## src/rtl/wall_query_arb_pkg.sv

```systemverilog
// Shared definitions for the wall-query arbiter: map geometry, FSM encoding,
// requester slot assignments and the round-robin pointer helper.
package wall_query_arb_pkg;

    localparam int MAP_W  = 200;
    localparam int MAP_H  = 144;
    localparam int CW_DEF = 8;

    typedef enum logic [1:0] {
        ST_IDLE = 2'd0,
        ST_WAIT = 2'd1,
        ST_DONE = 2'd2
    } state_t;

    localparam int TANK1 = 0;
    localparam int TANK2 = 1;
    localparam int BUL1  = 2;
    localparam int BUL2  = 3;

    // Index following idx in an n-entry ring.
    function automatic int rr_next(int idx, int n);
        return (idx + 1 >= n) ? 0 : idx + 1;
    endfunction

endpackage

```

## src/rtl/wall_query_arb_if.sv

```systemverilog
// Requester/map-side bundle of the wall-query arbiter; slave is the arbiter,
// master is whatever drives the requests and the map result.
interface wall_query_arb_if #(
    parameter int NREQ = 4,
    parameter int CW   = 8
);
    logic [NREQ-1:0]    req;
    logic [NREQ*CW-1:0] req_x;
    logic [NREQ*CW-1:0] req_y;
    logic [NREQ-1:0]    ack;
    logic               hit;
    logic               busy;
    logic [CW-1:0]      map_x;
    logic [CW-1:0]      map_y;
    logic               map_hit;

    modport master (
        output req, req_x, req_y, map_hit,
        input  ack, hit, busy, map_x, map_y
    );

    modport slave (
        input  req, req_x, req_y, map_hit,
        output ack, hit, busy, map_x, map_y
    );
endinterface

```

## src/rtl/wall_query_arb_rr_pick.sv

```systemverilog
// Combinational round-robin picker: first pending requester at or after ptr,
// wrapping modulo NREQ.
module rr_pick #(
    parameter int NREQ = 4,
    parameter int IW   = (NREQ > 1) ? $clog2(NREQ) : 1
) (
    input  logic [NREQ-1:0] req,
    input  logic [IW-1:0]   ptr,
    output logic [IW-1:0]   grant,
    output logic            any
);

    logic [IW:0]     idx_sum [NREQ];
    logic [IW-1:0]   idx     [NREQ];
    logic [NREQ-1:0] rot;

    // rot[gi] is the requester gi places after ptr, so rot[0] has top priority.
    for (genvar gi = 0; gi < NREQ; gi++) begin : g_rot
        assign idx_sum[gi] = {1'b0, ptr} + (IW+1)'(gi);
        assign idx[gi]     = (idx_sum[gi] >= (IW+1)'(NREQ))
                           ? IW'(idx_sum[gi] - (IW+1)'(NREQ))
                           : idx_sum[gi][IW-1:0];
        assign rot[gi]     = req[idx[gi]];
    end

    always_comb begin
        grant = '0;
        any   = 1'b0;
        for (int i = NREQ - 1; i >= 0; i--) begin
            if (rot[i]) begin
                grant = idx[i];
                any   = 1'b1;
            end
        end
    end

endmodule

```

## src/rtl/wall_query_arb.sv

```systemverilog
// Round-robin arbiter sharing the map's single registered wall-lookup port
// between NREQ requesters; one-cycle ack carries the 1-bit wall result.
module wall_query_arb
    import wall_query_arb_pkg::*;
#(
    parameter int NREQ    = 4,
    parameter int CW      = CW_DEF,
    parameter int MAP_LAT = 1
) (
    input logic             clk,
    input logic             rst,
    wall_query_arb_if.slave bus
);

    localparam int IW   = (NREQ > 1) ? $clog2(NREQ) : 1;
    localparam int CNTW = (MAP_LAT > 0) ? $clog2(MAP_LAT + 1) : 1;

    state_t          state_reg;
    logic [IW-1:0]   ptr_reg;
    logic [IW-1:0]   gid_reg;
    logic [CNTW-1:0] cnt_reg;
    logic [NREQ-1:0] ack_reg;
    logic            hit_reg;
    logic            busy_reg;
    logic [CW-1:0]   map_x_reg;
    logic [CW-1:0]   map_y_reg;

    logic [IW-1:0]   pick_idx;
    logic            pick_any;
    logic [CW-1:0]   coord_x [NREQ];
    logic [CW-1:0]   coord_y [NREQ];
    logic [CW-1:0]   sel_x_next;
    logic [CW-1:0]   sel_y_next;
    logic [IW-1:0]   ptr_next;

    for (genvar gi = 0; gi < NREQ; gi++) begin : g_unpack
        assign coord_x[gi] = bus.req_x[gi*CW +: CW];
        assign coord_y[gi] = bus.req_y[gi*CW +: CW];
    end

    rr_pick #(
        .NREQ (NREQ),
        .IW   (IW)
    ) u_pick (
        .req   (bus.req),
        .ptr   (ptr_reg),
        .grant (pick_idx),
        .any   (pick_any)
    );

    assign sel_x_next = coord_x[pick_idx];
    assign sel_y_next = coord_y[pick_idx];
    assign ptr_next   = IW'(rr_next(int'(pick_idx), NREQ));

    // Coordinates are latched at grant, so requester changes during WAIT are ignored.
    always_ff @(posedge clk) begin
        if (rst) begin
            state_reg <= ST_IDLE;
            ptr_reg   <= '0;
            gid_reg   <= '0;
            cnt_reg   <= '0;
            ack_reg   <= '0;
            hit_reg   <= 1'b0;
            busy_reg  <= 1'b0;
            map_x_reg <= '0;
            map_y_reg <= '0;
        end else begin
            case (state_reg)
                ST_IDLE: begin
                    if (pick_any) begin
                        map_x_reg <= sel_x_next;
                        map_y_reg <= sel_y_next;
                        gid_reg   <= pick_idx;
                        cnt_reg   <= CNTW'(MAP_LAT);
                        ptr_reg   <= ptr_next;
                        state_reg <= ST_WAIT;
                        busy_reg  <= 1'b1;
                    end
                end
                ST_WAIT: begin
                    if (cnt_reg != '0) begin
                        cnt_reg <= cnt_reg - 1'b1;
                    end else begin
                        hit_reg   <= bus.map_hit;
                        ack_reg   <= NREQ'(1) << gid_reg;
                        state_reg <= ST_DONE;
                    end
                end
                ST_DONE: begin
                    ack_reg   <= '0;
                    hit_reg   <= 1'b0;
                    state_reg <= ST_IDLE;
                    busy_reg  <= 1'b0;
                end
                default: begin
                    ack_reg   <= '0;
                    hit_reg   <= 1'b0;
                    state_reg <= ST_IDLE;
                    busy_reg  <= 1'b0;
                end
            endcase
        end
    end

    assign bus.ack   = ack_reg;
    assign bus.hit   = hit_reg;
    assign bus.busy  = busy_reg;
    assign bus.map_x = map_x_reg;
    assign bus.map_y = map_y_reg;

endmodule

```

## src/flat_wrapper.sv

```systemverilog
// flat-port wrapper written by rule: the top's interface ports become plain ports
module wall_query_arb_flat import wall_query_arb_pkg::*;
#(
    parameter int NREQ    = 4,
    parameter int CW      = CW_DEF,
    parameter int MAP_LAT = 1
)
  (clk, rst, bus_req, bus_req_x, bus_req_y, bus_map_hit, bus_ack, bus_hit, bus_busy, bus_map_x, bus_map_y);
  wall_query_arb_if #(.NREQ(NREQ), .CW(CW)) bus_i ();
  input logic clk;
  input logic rst;
  input wire logic [$bits(bus_i.req)-1:0] bus_req;
  input wire logic [$bits(bus_i.req_x)-1:0] bus_req_x;
  input wire logic [$bits(bus_i.req_y)-1:0] bus_req_y;
  input wire logic [$bits(bus_i.map_hit)-1:0] bus_map_hit;
  output wire logic [$bits(bus_i.ack)-1:0] bus_ack;
  output wire logic [$bits(bus_i.hit)-1:0] bus_hit;
  output wire logic [$bits(bus_i.busy)-1:0] bus_busy;
  output wire logic [$bits(bus_i.map_x)-1:0] bus_map_x;
  output wire logic [$bits(bus_i.map_y)-1:0] bus_map_y;
  assign bus_i.req = bus_req;
  assign bus_i.req_x = bus_req_x;
  assign bus_i.req_y = bus_req_y;
  assign bus_i.map_hit = bus_map_hit;
  assign bus_ack = bus_i.ack;
  assign bus_hit = bus_i.hit;
  assign bus_busy = bus_i.busy;
  assign bus_map_x = bus_i.map_x;
  assign bus_map_y = bus_i.map_y;
  wall_query_arb #(.NREQ(NREQ), .CW(CW), .MAP_LAT(MAP_LAT)) u_core (.clk(clk), .rst(rst), .bus(bus_i));
endmodule
```

## config.mk

```make
export PLATFORM = sky130hd
export DESIGN_NAME = wall_query_arb_flat
export DESIGN_NICKNAME = d
export VERILOG_FILES = /design/src/rtl/wall_query_arb_pkg.sv /design/src/rtl/wall_query_arb_if.sv /design/src/rtl/wall_query_arb_rr_pick.sv /design/src/rtl/wall_query_arb.sv /design/src/flat_wrapper.sv
export SDC_FILE = /design/constraint.sdc
export NUM_CORES = 1
export LEC_CHECK = 0
export CAP_MARGIN = 5
export CORE_MARGIN = 1.5
export CORE_UTILIZATION = 35
export CTS_BUF_LIST = sky130_fd_sc_hd__clkbuf_8
export DETAILED_ROUTE_END_ITERATION = 7
export GPL_ROUTABILITY_DRIVEN = 1
export PLACE_DENSITY_LB_ADDON = 0.12
export SLEW_MARGIN = 25
export SYNTH_ARGS = -nofsm -noshare
export SYNTH_HDL_FRONTEND = slang
export SYNTH_SLANG_ARGS = --single-unit
```

## constraint.sdc

```tcl
create_clock -name clk -period 1.6 [get_ports clk]
set_input_delay 0.24 -clock clk [delete_from_list [all_inputs] [get_ports clk]]
set_output_delay 0.24 -clock clk [all_outputs]
set_load 0.01 [all_outputs]
```

==> results.txt, run 1 <==
- The run finished with clean final reports.
* Gate power share: 0.442
- Adding up every negative setup slack in the final design gives 0 ns.
- The synthesized design contains 29 register bits.
- TritonCTS clock tree: yes
- The tool flagged a number of max-cap violations equal to 0.
- Via-to-Cell Ratio: 4.91
* Relative max-transition margin: 0.736
* Area contributors post-synth: sky130_fd_sc_hd__dfxtp_1, sky130_fd_sc_hd__mux2i_1, sky130_fd_sc_hd__o221ai_2
- Data arrival time of the worst path: 1.67 ns
- Summing over every cut layer, the via total after detailed routing is 1,565.
- Period utilisation layout: 0.950
- For the pin with the worst max-slew slack, the measured transition is 0.395 ns.
- Maximum number of pins on one net before global-route repair: 17
- Switching Share: 0.308
* Met1 global-route usage: 0.216
- The kind of cell with the highest combined delay along the critical path is compound AO/OA/AOI/OAI gates.
- Final setup fails: 0
- After legalization and detailed placement, the total HPWL measured 3260 um.
- Largest stage delay on the critical path: 0.34 ns
* Number of violations reported at the end of detailed-routing iteration 0: 33
- Endpoint of the worst hold path: u_core.bus.map_x[1]
- Power spread over the standard cell area amounts to 916 mW/mm^2.
- Ratio of cells with drive above 1 in the final layout: 0.202
- Row generation in the floorplan step produced 24 rows.
- Total overflow reported by the global router: 0
* Per-instance average area after synthesis: 10.4 um^2
- The core region is 0.00438 mm^2.
* Critical path peak fanout: 14
- After clock tree synthesis, the clock-pin slew on the worst setup and hold paths is 0.07 ns.
- Synthesis produced 154 cells.
- Chain of cells forming the critical path: nand2_1 -> nand3b_1 -> a2bb2oi_4 -> buf_12 -> mux2i_1 -> o221ai_2
* Internal power: 1830 uW
* Endpoint required time on the critical path: 1.75 ns
- In the synthesized netlist the dominant register cell turns out to be sky130_fd_sc_hd__dfxtp_1.
- Total area of sequential cells: 583 um^2
* Synthesis warning total: 0
- In this run the critical register-to-register path is launched from u_core.ptr_reg[1].
- Total clock sinks: 29
- Worst Hold Depth: 2
- The tightest min-delay check is of the reg -> reg type.
- No sink is reached through more buffers than the 2 on the longest clock path.
* Number of enable flip-flop cells after synthesis: 0
- Async SR Flop Fraction: 0
- The worst hold path begins at u_core.bus.map_x[1].
- CP max stage cell: sky130_fd_sc_hd__dfxtp_2
* Total Routed Length: 4390 um
- Power share of the sequential group: 0.343
* Leakage power of the design: 0.00112 uW
* Worst-case vdd ir drop: 659 uV
* Sw Pwr: 817 uW
- Yosys top cell area share: 0.363
* DR pass1 iterations: 4
- Cts hold-fix bufs: 0
* Most repeated cell in the gate-level netlist after synthesis: sky130_fd_sc_hd__mux2i_1
- Antenna violations before repair: 0
- STA classifies the critical path startpoint as a flop.
- Post-Syn Area: 0.00160 mm^2
- Routability-driven placement finished with a final weighted congestion of 0.773.
- The count of nets left with antenna violations once routing finished came out at 0.
- Fmax achieved: 0.658 GHz
* Type of element capturing the critical path: flop
- Met2 GRT Util: 0.298
* Via count of the first global-routing pass: 1,505
* Starting density of the core: 0.365
* Proportion of power drawn by the clock network: 0.215
* Area of the multi-input gates: 966 um^2
- The critical path in this run is classified as reg -> reg.
* Sequential-to-total area share from yosys stat: 0.362
- In the global route stage, overall resource usage came out at 0.174.
- After detailed routing, the number of remaining DRC violations is 0.
* Synth cell count leaders: sky130_fd_sc_hd__mux2i_1, sky130_fd_sc_hd__dfxtp_1, sky130_fd_sc_hd__nand2_1, sky130_fd_sc_hd__nor2_1, sky130_fd_sc_hd__o221ai_2
- The number of clock buffers added by TritonCTS is 5.
* Final count of hold timing violations: 0
- The first global-routing pass estimated 6980 um of wire.
- The smallest clock period supported by the final layout is computed as 1.52 ns.
- Filler Cells Inserted: 366
* Quantity of I/O buffers inserted on ports: 92
* Final #Nets: 337
- The critical path runs through a total of 6 cells.
* Post-Synthesis Net Count: 225
* Number of buffer and inverter instances along the worst setup path: 1
- In the global route stage, met3 resource usage came out at 0.0513.
- For flop-to-flop paths, the worst setup slack is 0.08 ns.
- Clock Skews: 0.00650 ns
* Number of pins exceeding their max-slew limit in the final report: 0
* Biggest area consumer among synthesized cells: sky130_fd_sc_hd__dfxtp_1
- Setup repair after global routing could not meet its margin everywhere.
* Die outline area: 0.00499 mm^2
* I/O pin total: 93
- In this run, placement finished with an instance count of 308.
* H-tree depth: 2
- Unique cell type count in the Yosys netlist: 28
* Clock latency reported for the late side of the worst-skew pair: 0.27 ns
* Overall die width: 70.6 um
- The tree is rooted in a sky130_fd_sc_hd__clkbuf_8.
* Count of non-filler cells in the finished layout: 319
* Most Used Layer, Global Route: met2
- The repair_antennas step left the layout with diodes totalling 0.
- Worst Reg-to-Reg Cells: 6
- Area growth syn-to-layout: 80.6%
- In this run the critical register-to-register path is captured at u_core.bus.map_y[1].
- The die is 70.6 um tall.
- In the final routed layout, each cell accounts on average for 13.8 um.
## worst max path at each step
stage                           start                   to
floorplan           u_core.ptr_reg[1]  u_core.bus.map_y[2]
global placement           bus_req[2]  u_core.bus.map_y[2]
detailed placement         bus_req[2]  u_core.bus.map_x[3]
CTS                 u_core.ptr_reg[1]  u_core.bus.map_y[6]
global route        u_core.ptr_reg[1]  u_core.bus.map_y[1]
finish              u_core.ptr_reg[1]  u_core.bus.map_y[1]
## metal layers
layer,routed length [um],part of all wire
met5,0,0
met4,40,0.0091
met3,342,0.078
met2,2130,0.49
met1,1880,0.43
## power groups by stage
stage | Sequential [uW] | Clock [uW] | Combinational (uW)
after floorplan | 954 | 0 | 533
after global placement | 920 | 0 | 1120
after detailed placement | 918 | 0 | 1130
after CTS | 905 | 581 | 1200
after global routing | 925 | 622 | 1260
final | 909 | 570 | 1170
## final cells by class
cell class / count / share of cell area
repair buffers: 114 / 0.408
multi-input cells: 112 / 0.334
flip-flops and latches: 29 / 0.202
clock buffers: 5 / 0.0238
well taps: 52 / 0.0225
inverters: 4 / 0.00519
clock inverters: 3 / 0.00476
## worst min-delay path, stage by stage, from the launching register on
cell and delay [ns]:
sky130_fd_sc_hd__dfxtp_1 0.32, sky130_fd_sc_hd__nand2_1 0.06, sky130_fd_sc_hd__o221ai_2 0.05
## per-stage QoR
step	instance area, um^2	worst slack (ns)	total power [uW]	utilization	hold slack (ns)
3_5_place_dp	2750	-0.482	2050	0.628	0.446
5_1_grt	2890	-0.0115	2800	0.660	0.496
2_1_floorplan	1600	0.0913	1490	-	0.313
4_1_cts	2910	0.0253	2690	0.663	0.466
6_report	2890	0.0802	2650	0.660	0.463
3_3_place_gp	2750	-0.377	2040	0.628	0.448
## timing repair
action	in CTS	in global routing
gates cloned	1	0
setup buffers	3	0
pin swaps	2	4
gates resized for setup	8	4
setup endpoints to repair	20	16
## placed cells by master, fill, tap and decap left out, drive strengths merged
cell / instances
buf: 22
a21oi: 9
clkinv: 2
a211oi: 2
nand3: 1
dfxtp: 29
nand2: 19
nor3b: 1
a22oi: 2
xnor2: 1
a32o: 1
nor4: 2
o221ai: 16
mux2i: 35
o311ai: 1
clkbuf: 5
inv: 5
clkdlybuf4s50: 88
dlygate4sd2: 4
nand3b: 1
nor3: 5
a2bb2oi: 1
nor2b: 1
nor2: 14
## cell families after synthesis
family                 share of synthesized area
buffers and inverters                     0.0617
AO/OA/AOI/OAI                              0.209
flip-flops                                 0.363
multiplexers                               0.219
XOR/XNOR                                 0.00547
AND/OR/NAND/NOR                            0.143
(Power assumes the default switching activity.)
==> inputs of run 2 (changes only) <==
ABC_AREA = 0   (was default)
CORE_ASPECT_RATIO = 1.5   (was default)
==> results.txt, run 2 (synthesized netlist as in run 1, its figures left out) <==
* Cts hold-fix bufs: 0
* Relative max-transition margin: 0.742
- H-tree depth: 2
- The die covers 0.00500 mm^2.
- DR pass1 iterations: 6
* Worst Hold Depth: 2
* Quantity of I/O buffers inserted on ports: 92
* Reg2Reg Setup Slack: 0.08 ns
* Minimum setup slack in the final design: 0.0765 ns
- Traced cell by cell, the critical path runs through nand2_2 -> nand3b_1 -> a2bb2oi_4 -> buf_4 -> buf_6 -> mux2i_2 -> o221ai_2.
- Overall die width: 58.2 um
- Ratio of cells with drive above 1 in the final layout: 0.257
* Final setup fails: 0
- In this run the most critical hold path is launched from u_core.bus.map_y[4].
- GRT Util Overall: 0.196
- On the final layout, the worst clock skew is 0.00268 ns.
- The run finished, with violations left.
- For this design the static power due to leakage is 0.00116 uW.
- Total Routed Length: 4780 um
- Type of the worst setup path: reg -> reg
- In this run the critical register-to-register path is launched from u_core.ptr_reg[1].
* Commonest cells after routing, fill and taps aside: sky130_fd_sc_hd__clkdlybuf4s50_1, sky130_fd_sc_hd__dfxtp_1, sky130_fd_sc_hd__mux2i_1, sky130_fd_sc_hd__nand2_1, sky130_fd_sc_hd__buf_4
* RD Place Congestion: 0.753
* Endpoint required time on the critical path: 1.76 ns
* Cell Count Post-Placement: 306
* TritonCTS clock tree: yes
* Number of violations reported at the end of detailed-routing iteration 0: 51
- Across the run, the number of max-cap violations was 0.
- Final #Nets: 342
- Summed area of non-filler cells in the final layout: 0.00304 mm^2
- Buffers inserted during clock tree synthesis total 5.
* First-pass GRT wire length: 7530 um
- The largest individual stage delay along the critical path comes from the cell sky130_fd_sc_hd__dfxtp_4.
- The clock net in this run drives a total of 29 sinks.
- Maximum number of buffers from clock root to sink: 2
- The worst path in the final design needs a cycle of 1.52 ns, including I/O delays and setup.
- The final count of pins violating max slew is 0.
- The cell sitting at the root of the clock tree is a sky130_fd_sc_hd__clkbuf_8.
- Clock latency reported for the late side of the worst-skew pair: 0.27 ns
- The tightest min-delay check is of the reg -> reg type.
- Pin slew with the least headroom to its limit: 0.385 ns
- Across the VDD grid, the largest voltage drop is 662 uV.
- Using the TritonRoute via totals, the vias-per-cell ratio works out to 5.10.
- Setup repair after global routing left no endpoint under its margin.
* Die Y: 85.8 um
* Count of non-filler cells in the finished layout: 320
- The final reports fail on DRC.
- Dividing total power by cell area gives a power density of 941 mW/mm^2.
* Via count of the first global-routing pass: 1,652
* Post-placement cell area: 0.00275 mm^2
- Static timing analysis puts the maximum clock frequency at 0.656 GHz.
- Maximum number of pins on one net before global-route repair: 17
- Type of element capturing the critical path: flop
- Vias after detailed routing: 1,632
- In this run the standard cell core region covers 0.00447 mm^2.
* Worst setup timing slack at the placement stage: -0.448 ns
- The worst register-to-register path has a depth of 7.
- After detailed routing, the number of remaining DRC violations is 11.
* Setup crit start: u_core.ptr_reg[1]
- Dividing the final minimum period by the clock period gives 0.952.
- The initialized floorplan defines 30 standard-cell rows.
* Largest stage delay on the critical path: 0.37 ns
- Final count of hold timing violations: 0
* Final antenna diode count: 0
* Final HPWL DP: 3460 um
* Endpoint of the worst-slack reg-to-reg timing path: u_core.bus.map_x[0]
- Critical path peak fanout: 10
- Leaving out fill and tap cells, the most frequent cell in the layout is sky130_fd_sc_hd__clkdlybuf4s50_1.
- I/O pin total: 93
- For hold timing, the worst endpoint is u_core.bus.map_y[4].
- Total design power: 2860 uW
* Worst setup SP type: flop
- Total overflow reported by the global router: 0
- Data arrival time of the worst path: 1.68 ns
- Starting density of the core: 0.359
* Final routed wire length divided by cell count: 15.0 um
* Clock slew at reported path FFs: 0.06 ns
- Number of nets with antenna violations after routing: 0
- Antenna violations before repair: 0
- Compared with the post-synthesis result, the final layout area differs by 89.5%.
-- run 2: cell types whose count changed in the layout (fill, tap and decap cells not counted), moves of 2 or more --
cell	previous run	this run
sky130_fd_sc_hd__clkbuf_8	5	7
sky130_fd_sc_hd__inv_1	5	3
sky130_fd_sc_hd__mux2i_2	1	6
sky130_fd_sc_hd__buf_4	14	16
sky130_fd_sc_hd__mux2i_4	1	3
sky130_fd_sc_hd__mux2i_1	33	26
sky130_fd_sc_hd__a21oi_1	8	6
sky130_fd_sc_hd__buf_6	0	3
-- run 2: critical path: cells and delay by family (launching register included) --
family / cells / cell delay (ns)
buf+inv: 2 / 0.30
mux: 1 / 0.25
flops: 1 / 0.37
simple gates: 2 / 0.18
compound gates: 2 / 0.29
-- run 2: layout make-up --
type                    count  area [um^2]
fillers                   393         1430
flip-flops and latches     29          586
multi-input cells         112         1030
well taps                  48         60.1
inverters                   4         15.0
clock buffers               7         96.3
repair buffers            119         1240
clock inverters             1         5.00
-- run 2: per-layer routing --
| metal | part of all wire | up-vias | global-route usage | wire length [um] |
|---|---|---|---|---|
| met5 | 0 | - | 0 | 0 |
| met4 | 0.017 | 0 | 0.0634 | 81 |
| met3 | 0.075 | 7 | 0.0528 | 359 |
| met2 | 0.53 | 63 | 0.353 | 2520 |
| met1 | 0.38 | 751 | 0.217 | 1820 |
| li1 | - | 811 | - | - |
-- run 2: what timing repair did --
action,4_1_cts,5_1_grt
setup endpoints to repair,20,18
hold endpoints to repair,0,0
pin swaps,5,6
setup buffers,6,1
gates resized for setup,21,10
cloned,2,0
-- run 2: worst max-delay path by stage --
stage	end	slack, ns	depth (start not counted)
after floorplan	u_core.bus.map_y[2]	0.09	6
after global placement	u_core.bus.map_y[4]	-0.39	6
after detailed placement	u_core.bus.map_x[3]	-0.45	6
after CTS	u_core.bus.map_y[6]	0.003	9
after global routing	u_core.bus.map_y[5]	0.005	7
final	u_core.bus.map_x[0]	0.08	7
-- run 2: metrics by stage --
step | TNS, ns | utilization | hold slack, ns
after global routing | 0 | 0.680 | 0.483
after CTS | 0 | 0.675 | 0.464
after floorplan | 0 | - | 0.313
final | 0 | 0.680 | 0.461
after detailed placement | -8.63 | 0.615 | 0.445
after global placement | -7.52 | 0.615 | 0.444
-- run 2: where the power goes --
part           leakage, uW  switching [uW]  total [uW]  internal [uW]
clock            0.0000542             267         655            388
sequential        0.000240            73.7         912            839
combinational     0.000864             514        1290            774
